**config.mk**
```make
export PLATFORM = sky130hd
export DESIGN_NAME = timer_sched
export DESIGN_NICKNAME = d
export VERILOG_FILES = /design/src/rtl/timer_sched.sv
export SDC_FILE = /design/constraint.sdc
export NUM_CORES = 1
export LEC_CHECK = 0
export BUFFER_PORTS_ARGS = -buffer_cell sky130_fd_sc_hd__buf_4
export CAP_MARGIN = 20
export CORE_MARGIN = 2
export CORE_UTILIZATION = 40
export CTS_CLUSTER_DIAMETER = 200
export DETAILED_ROUTE_END_ITERATION = 10
export HOLD_SLACK_MARGIN = 0.06
export PLACE_DENSITY = 0.58
export SLEW_MARGIN = 20
export SYNTH_ARGS = -nofsm -noshare
export SYNTH_HDL_FRONTEND = slang
export SYNTH_SLANG_ARGS = --single-unit
```
**constraint.sdc**
```tcl
create_clock -name clk -period 2.6 [get_ports clk]
set_input_delay 0.52 -clock clk [delete_from_list [all_inputs] [get_ports clk]]
set_output_delay 0.52 -clock clk [all_outputs]
set_load 0.01 [all_outputs]
```
**src/rtl/timer_sched.sv**
```systemverilog
// Multi-channel tick-driven timer scheduler: each channel counts down a programmable
// period in ticks, emits a one-cycle expire pulse and optionally reloads.
module timer_sched #(
  parameter int NCH = 4,
  parameter int W   = 8
) (
  input  logic                    clk,
  input  logic                    reset,
  input  logic                    tick,
  input  logic                    pause,
  input  logic                    cfg_we,
  input  logic [$clog2(NCH)-1:0]  cfg_ch,
  input  logic [W-1:0]            cfg_period,
  input  logic                    cfg_periodic,
  input  logic [NCH-1:0]          start,
  input  logic [NCH-1:0]          stop,
  output logic [NCH-1:0]          expire,
  output logic [NCH-1:0]          active,
  input  logic [$clog2(NCH)-1:0]  rd_ch,
  output logic [W-1:0]            rd_count
);

  localparam int CW = $clog2(NCH);

  typedef enum logic {
    IDLE = 1'b0,
    RUN  = 1'b1
  } state_e;

  state_e         state_q    [NCH];
  state_e         state_d    [NCH];
  logic [W-1:0]   period_q   [NCH];
  logic [W-1:0]   period_d   [NCH];
  logic [W-1:0]   count_q    [NCH];
  logic [W-1:0]   count_d    [NCH];
  logic [NCH-1:0] periodic_q;
  logic [NCH-1:0] periodic_d;
  logic [NCH-1:0] expire_q;
  logic [NCH-1:0] expire_d;
  logic [NCH-1:0] active_q;
  logic [NCH-1:0] active_d;

  logic [NCH-1:0] wr_hit;
  logic [W-1:0]   eff_period [NCH];
  logic           tick_ok;

  assign tick_ok = tick & ~pause;

  // A same-cycle config write is visible to a start (write-through) but not to a reload.
  for (genvar g = 0; g < NCH; g++) begin : g_eff
    assign wr_hit[g]     = cfg_we && (cfg_ch == CW'(g));
    assign eff_period[g] = wr_hit[g] ? cfg_period : period_q[g];
  end

  always_comb begin
    // NOTE: every next-state signal gets a default first so no path leaves it unassigned, which would infer a latch.
    periodic_d = periodic_q;
    expire_d   = '0;
    active_d   = '0;
    for (int i = 0; i < NCH; i++) begin
      state_d[i]  = state_q[i];
      count_d[i]  = count_q[i];
      period_d[i] = eff_period[i];
      if (wr_hit[i]) periodic_d[i] = cfg_periodic;

      if (stop[i]) begin
        state_d[i] = IDLE;
        count_d[i] = '0;
      end else if (start[i] && (eff_period[i] != '0)) begin
        state_d[i] = RUN;
        count_d[i] = eff_period[i];
      end else if ((state_q[i] == RUN) && tick_ok) begin
        if (count_q[i] > W'(1)) begin
          count_d[i] = count_q[i] - W'(1);
        end else begin
          expire_d[i] = 1'b1;
          if (periodic_q[i] && (period_q[i] != '0)) begin
            count_d[i] = period_q[i];
          end else begin
            state_d[i] = IDLE;
            count_d[i] = '0;
          end
        end
      end
      active_d[i] = (state_d[i] == RUN);
    end
  end

  // NOTE: sequential state uses non-blocking assignments so every register samples pre-edge values.
  always_ff @(posedge clk) begin
    if (reset) begin
      periodic_q <= '0;
      expire_q   <= '0;
      active_q   <= '0;
      for (int i = 0; i < NCH; i++) begin
        state_q[i]  <= IDLE;
        period_q[i] <= '0;
        count_q[i]  <= '0;
      end
    end else begin
      periodic_q <= periodic_d;
      expire_q   <= expire_d;
      active_q   <= active_d;
      for (int i = 0; i < NCH; i++) begin
        state_q[i]  <= state_d[i];
        period_q[i] <= period_d[i];
        count_q[i]  <= count_d[i];
      end
    end
  end

  assign expire   = expire_q;
  assign active   = active_q;
  assign rd_count = count_q[rd_ch];

endmodule

```
==> results.cfg, run 1 <==
[setup_path]
crit_arrival_ps = 2440
crit_path_start = count_q[2][0]$_SDFFE_PP0P_
rr_startpoint = count_q[2][0]$_SDFFE_PP0P_
crit_required_ps = 2840
crit_path_end = count_q[2][5]$_SDFFE_PP0P_
reg2reg_depth = 7
regToRegSetupSlack_ps = 400
worstSetupPathType = reg2reg
rr_endpoint = count_q[2][5]$_SDFFE_PP0P_
worstSetupStartpointType = flip-flop
path_max_fanout = 7
end_kind = flip-flop

[final_layout]
n_fill_cell = 1059
diodes = 0
drive_gt1_frac = 0.184
final_util = 0.478
syn_to_final_growth_pct = 15.9
final_nets = 601

[timing]
clock.fmax_mhz = 455
post-route-period-util = 0.845
hold_violations = 0
tightest_slew_ps = 608
finClkSkew_ps = 7.08
maxSlewHeadroom = 0.592
finalSetupViolations = 0
fin_tns_setup_ps = 0
rsz0062_at_grt = no
min_period_ps = 2200
drv_slew = 0

[grt]
grt_max_degree = 28
antenna_found_initial = 1
grt.total_usage = 0.251
grt_pass1_vias = 4057
gr-total-overflow = 0
grt_pass1_wl_um = 22700

[placed_design]
io_buffers = 41
hpwl_um = 10700
place.gp.congestion = 0.938

[detailed_routing]
vias = 4416
drtIter0Drc = 510
vias_per_cell = 6.20
drtPass1Iterations = 5
drc = 0
drt-wirelength-per-cell_um = 20.5
wl_um = 14600
postRouteAntennaNets = 0

[logic_synthesis]
synth.distinct_cells = 68
seq_area_frac_synth = 0.337
synthesis.nets = 571
synthTopCellsByArea = dfxtp_1 (34%), mux2i_1 (6.0%), nor2_1 (5.1%)
synth_common_cells = dfxtp_1 (76), nor2_1 (61), nand2_1 (41)
synth_top_flop_cell = dfxtp_1
synth.avg_cell_area_sq_um = 8.39
yosys.area.top_type = dfxtp_1
async_flop_share = 0
synth_top_area_frac = 0.337
synth_cells = 537
synth-edff-count = 0
synth_seq_cells = 76
mappedNetlistArea_sq_um = 4510
ys_warn_count = 0
synth.most_common_cell = dfxtp_1

[job]
cap_violations = 0

[cts]
cts.sinks = 76
post-cts-setup-buffers = 0
clockBufferDepth = 2
root_buffer = clkbuf_16
tritoncts = built
holdBufCountCts = 0
cts_inserted_buffers = 9
clk_pin_slew_worst_paths_ps = 60
cts_resized = 0
clk_latency_ps = 340
htreeDepth = 3

[floorplanning]
die_h_um = 110
dieArea_sq_um = 12100
start_util = 0.412
ios = 42
die_w_um = 110
design.core.area_sq_um = 10900
num_rows = 38

[hold_path]
worstHoldPathCells = 3
hold_class = in2reg

[power_and_ir_drop]
vdd_drop_max_v = 0.000256
p_leak_nw = 2.11
p_per_area_nw_per_um2 = 580

[run_status]
status = finished clean
## cell families (layout without fill, tap and decap cells)
logic type,count (synthesis),count (layout),share of synthesized area
multiplexers,42,42,0.117
buffers and inverters,55,90,0.0513
flip-flops,76,76,0.337
AO/OA/AOI/OAI,150,150,0.233
adder cells (fa/ha/maj),8,8,0.0222
XOR/XNOR,1,1,0.00194
AND/OR/NAND/NOR,205,205,0.237
## cell usage in the layout, fill, tap and decap left out, drive strengths merged, types with 9 or more instances in the layout
master  netlist  final
inv          20     20
dfxtp        76     76
or3          11     11
nor2         61     61
nand3        11     11
buf          19     54
clkbuf       16     12
mux2i        27     27
nor4         17     17
o211ai       11     11
o21ai        24     24
nor3         15     15
and3          9      9
a21oi        28     28
nand2        41     41
o31ai        11     11
## where the power goes
group | internal, mW | leakage [nW] | switching [mW]
Combinational | 0.216 | 1.35 | 0.320
Clock | 0.720 | 0.144 | 0.517
Sequential | 1.20 | 0.617 | 0.0559
## flip-flops by register name (all words and copies together), names as in the netlist
signal      cells
period_q       32
count_q        32
active          4
expire          4
periodic_q      4
## stage by stage
stage               setup slack (ps)  hold WS, ps  power [mW]  std cells  instance area [sq um]
global placement                 326          481        1.80        696                   4940
CTS                              457          468        3.02        712                   5230
finish                           402          474        3.03        712                   5230
global route                     246          482        3.14        712                   5230
floorplan                        545          459        1.63        537                   4510
detailed placement               276          485        1.80        696                   4940
## cell type report
| cell class | count | area (sq um) | share of cell area |
|---|---|---|---|
| well taps | 140 | 175 | 0.0335 |
| clock buffers | 12 | 267 | 0.0510 |
| clock inverters | 4 | 22.5 | 0.00431 |
| repair buffers | 54 | 405 | 0.0776 |
| flip-flops and latches | 76 | 1520 | 0.291 |
| inverters | 20 | 75.1 | 0.0144 |
| multi-input cells | 406 | 2760 | 0.528 |
## worst max-delay path, cell delays in order, from the launching register on
cell     delay, ps
dfxtp_1        370
inv_1          110
ha_1           290
nor2_1         160
nor3_1         500
mux2i_1        160
a221o_1        350
and3_1         150
## layer usage
| metal | GRT usage | routed length [um] |
|---|---|---|
| met5 | 0 | 0 |
| met1 | 0.366 | 6700 |
| met3 | 0.0429 | 1280 |
| met2 | 0.362 | 6130 |
| met4 | 0.108 | 471 |
## how the worst min path moves through the flow
stage,start,end,slack (ps)
after floorplan,active[1]$_SDFF_PP0_,active[1]$_SDFF_PP0_,460
after global placement,active[0]$_SDFF_PP0_,active[0]$_SDFF_PP0_,480
after detailed placement,active[0]$_SDFF_PP0_,active[0]$_SDFF_PP0_,490
after CTS,start[1],count_q[1][2]$_SDFFE_PP0P_,470
after global routing,cfg_period[2],period_q[2][2]$_SDFF_PP0_,480
final,start[1],count_q[1][2]$_SDFFE_PP0P_,470
Note: power is estimated with default switching activity, not from simulation.
==> run 2: changes to the inputs <==
- ABC_AREA: unset -> 1
- PLACE_DENSITY: 0.58 -> 0.6
- clock period: 2.6 -> 1.9 ns (I/O delays scaled with it)
==> results.cfg, run 2 <==
[detailed_routing]
wl_um = 15700
drc = 0
drtPass1Iterations = 8
drt-wirelength-per-cell_um = 13.7
postRouteAntennaNets = 0
vias = 5587
drtIter0Drc = 408
vias_per_cell = 4.89

[hold_path]
hold_class = in2reg

[logic_synthesis]
synth-edff-count = 0
synth_seq_cells = 76
synth_top_area_frac = 0.292
seq_area_frac_synth = 0.292
synth_common_cells = nand2_1 (251), nor2_1 (143), inv_1 (103)
synthTopCellsByArea = dfxtp_1 (29%), nand2_1 (18%), nor2_1 (10%)
ys_warn_count = 0
synthesis.nets = 910
mappedNetlistArea_sq_um = 5220
synth.most_common_cell = nand2_1
synth.distinct_cells = 35
synth_top_flop_cell = dfxtp_1
async_flop_share = 0
yosys.area.top_type = dfxtp_1
synth_cells = 876
synth.avg_cell_area_sq_um = 5.95

[placed_design]
place_ws_ps = -102
hpwl_um = 12300
io_buffers = 41
placedCellCount = 1128
place.gp.congestion = 0.900

[setup_path]
cpPeakStageDelay_ps = 290
path_delay_family = compound AO/OA/AOI/OAI gates
worstSetupPathType = reg2out
critical-path-slowest-cell = dfxtp_1
worstSetupStartpointType = flip-flop
crit_required_ps = 1520
cp_num_buf_inv = 3
path_max_fanout = 4
cp_cell_sequence = inv_1 -> buf_4 -> o21ai_0 -> a21oi_1 -> a21oi_1 -> buf_4
end_kind = output pin
crit_arrival_ps = 1450

[final_layout]
syn_to_final_growth_pct = 22.7
reg_top3 = count_q (32), period_q (32)
final_cell_mix = nand2_1 (249), nor2_1 (141), buf_4 (114), inv_1 (100), dfxtp_1 (75)
stdcell_count = 1142
drive_gt1_frac = 0.172
diodes = 0
final_nets = 1001
final_util = 0.505
layout_commonest_cell = nand2_1

[cts]
tritoncts = built
htreeDepth = 3
cts.sinks = 76
clockBufferDepth = 2
clk_latency_ps = 350
post-cts-setup-buffers = 0
cts_inserted_buffers = 9
root_buffer = clkbuf_16
clk_pin_slew_worst_paths_ps = 60

[timing]
drv_slew = 0
tightest_slew_ps = 518
post-route-period-util = 0.961
hold_violations = 0
finClkSkew_ps = 5.39
finalSetupViolations = 0
fin_ws_ps = 74.1
worst_hold_slack_ps = 355
min_period_ps = 1830
maxSlewHeadroom = 0.655
clock.fmax_mhz = 548
rsz0062_at_grt = no

[floorplanning]
start_util = 0.412
die_w_um = 118
die_h_um = 118
num_rows = 41
design.core.area_sq_um = 12700
ios = 42
dieArea_sq_um = 14000

[grt]
grt_pass1_vias = 5267
grt_pass1_wl_um = 25700
gr-total-overflow = 0
grt_max_degree = 24
grt.total_usage = 0.231
antenna_found_initial = 0

[power_and_ir_drop]
vdd_drop_max_v = 0.000357
p_leak_nw = 3.22
p_per_area_nw_per_um2 = 712

[job]
cap_violations = 0

[run_status]
status = finished clean
[run 2: worst min-delay path: stages]
cell and delay (ps):
buf_4 110, o21ai_0 80, a21oi_1 100
[run 2: area by class of cell]
cell class,count,area (sq um)
clock buffer,13,270
clock inverter,1,7.51
fill,1360,6270
inverter,105,398
multi-input combinational,660,3110
sequential,76,1520
tap,172,215
timing repair buffer,115,876
[run 2: stage by stage]
step	TNS [ps]	total power [mW]	cell area, sq um
2_1_floorplan	0	2.48	5220
3_3_place_gp	-429	2.91	6100
3_5_place_dp	-582	2.91	6100
4_1_cts	0	4.56	6380
5_1_grt	0	4.79	6400
6_report	0	4.56	6400
[run 2: worst paths after layout]
kind	slack, ps	startpoint	cells past startpoint	end
worst max-delay path	70	count_q[1][1]$_SDFFE_PP0P_	6	rd_count[1]
worst min-delay path	360	cfg_periodic	3	periodic_q[0]$_SDFFE_PP0N_
worst max register to register	180	count_q[1][1]$_SDFFE_PP0P_	12	count_q[1][2]$_SDFFE_PP0P_
worst min register to register	500	active[1]$_SDFF_PP0_	2	active[1]$_SDFF_PP0_
[run 2: logic make-up after synthesis]
kind of cell / Yosys count / synth area share
and+or+nand+nor: 539 / 0.456
buffers and inverters: 140 / 0.116
AOI/OAI and AO/OA: 105 / 0.104
DFF: 76 / 0.292
xor gates and xnor gates: 8 / 0.0134
adders and majority gates: 8 / 0.0192
[run 2: where the power goes]
group          leakage [nW]  internal [mW]  switching (mW)  total (mW)
combinational          2.46          0.472           0.696        1.17
clock                 0.134          0.978           0.687        1.67
sequential            0.620           1.66          0.0623        1.73
total                  3.22           3.11            1.45        4.56
[run 2: routing by layer]
metal,track usage,up-vias,wire length (um)
li1,-,2945,-
met3,0.0270,28,845
met2,0.367,174,6830
met4,0.102,0,459
met1,0.314,2440,7560
met5,0,-,0
[run 2: what timing repair did]
action	CTS	global route
setup endpoints to repair	0	27
gates resized for setup	0	11
hold buffers	0	0
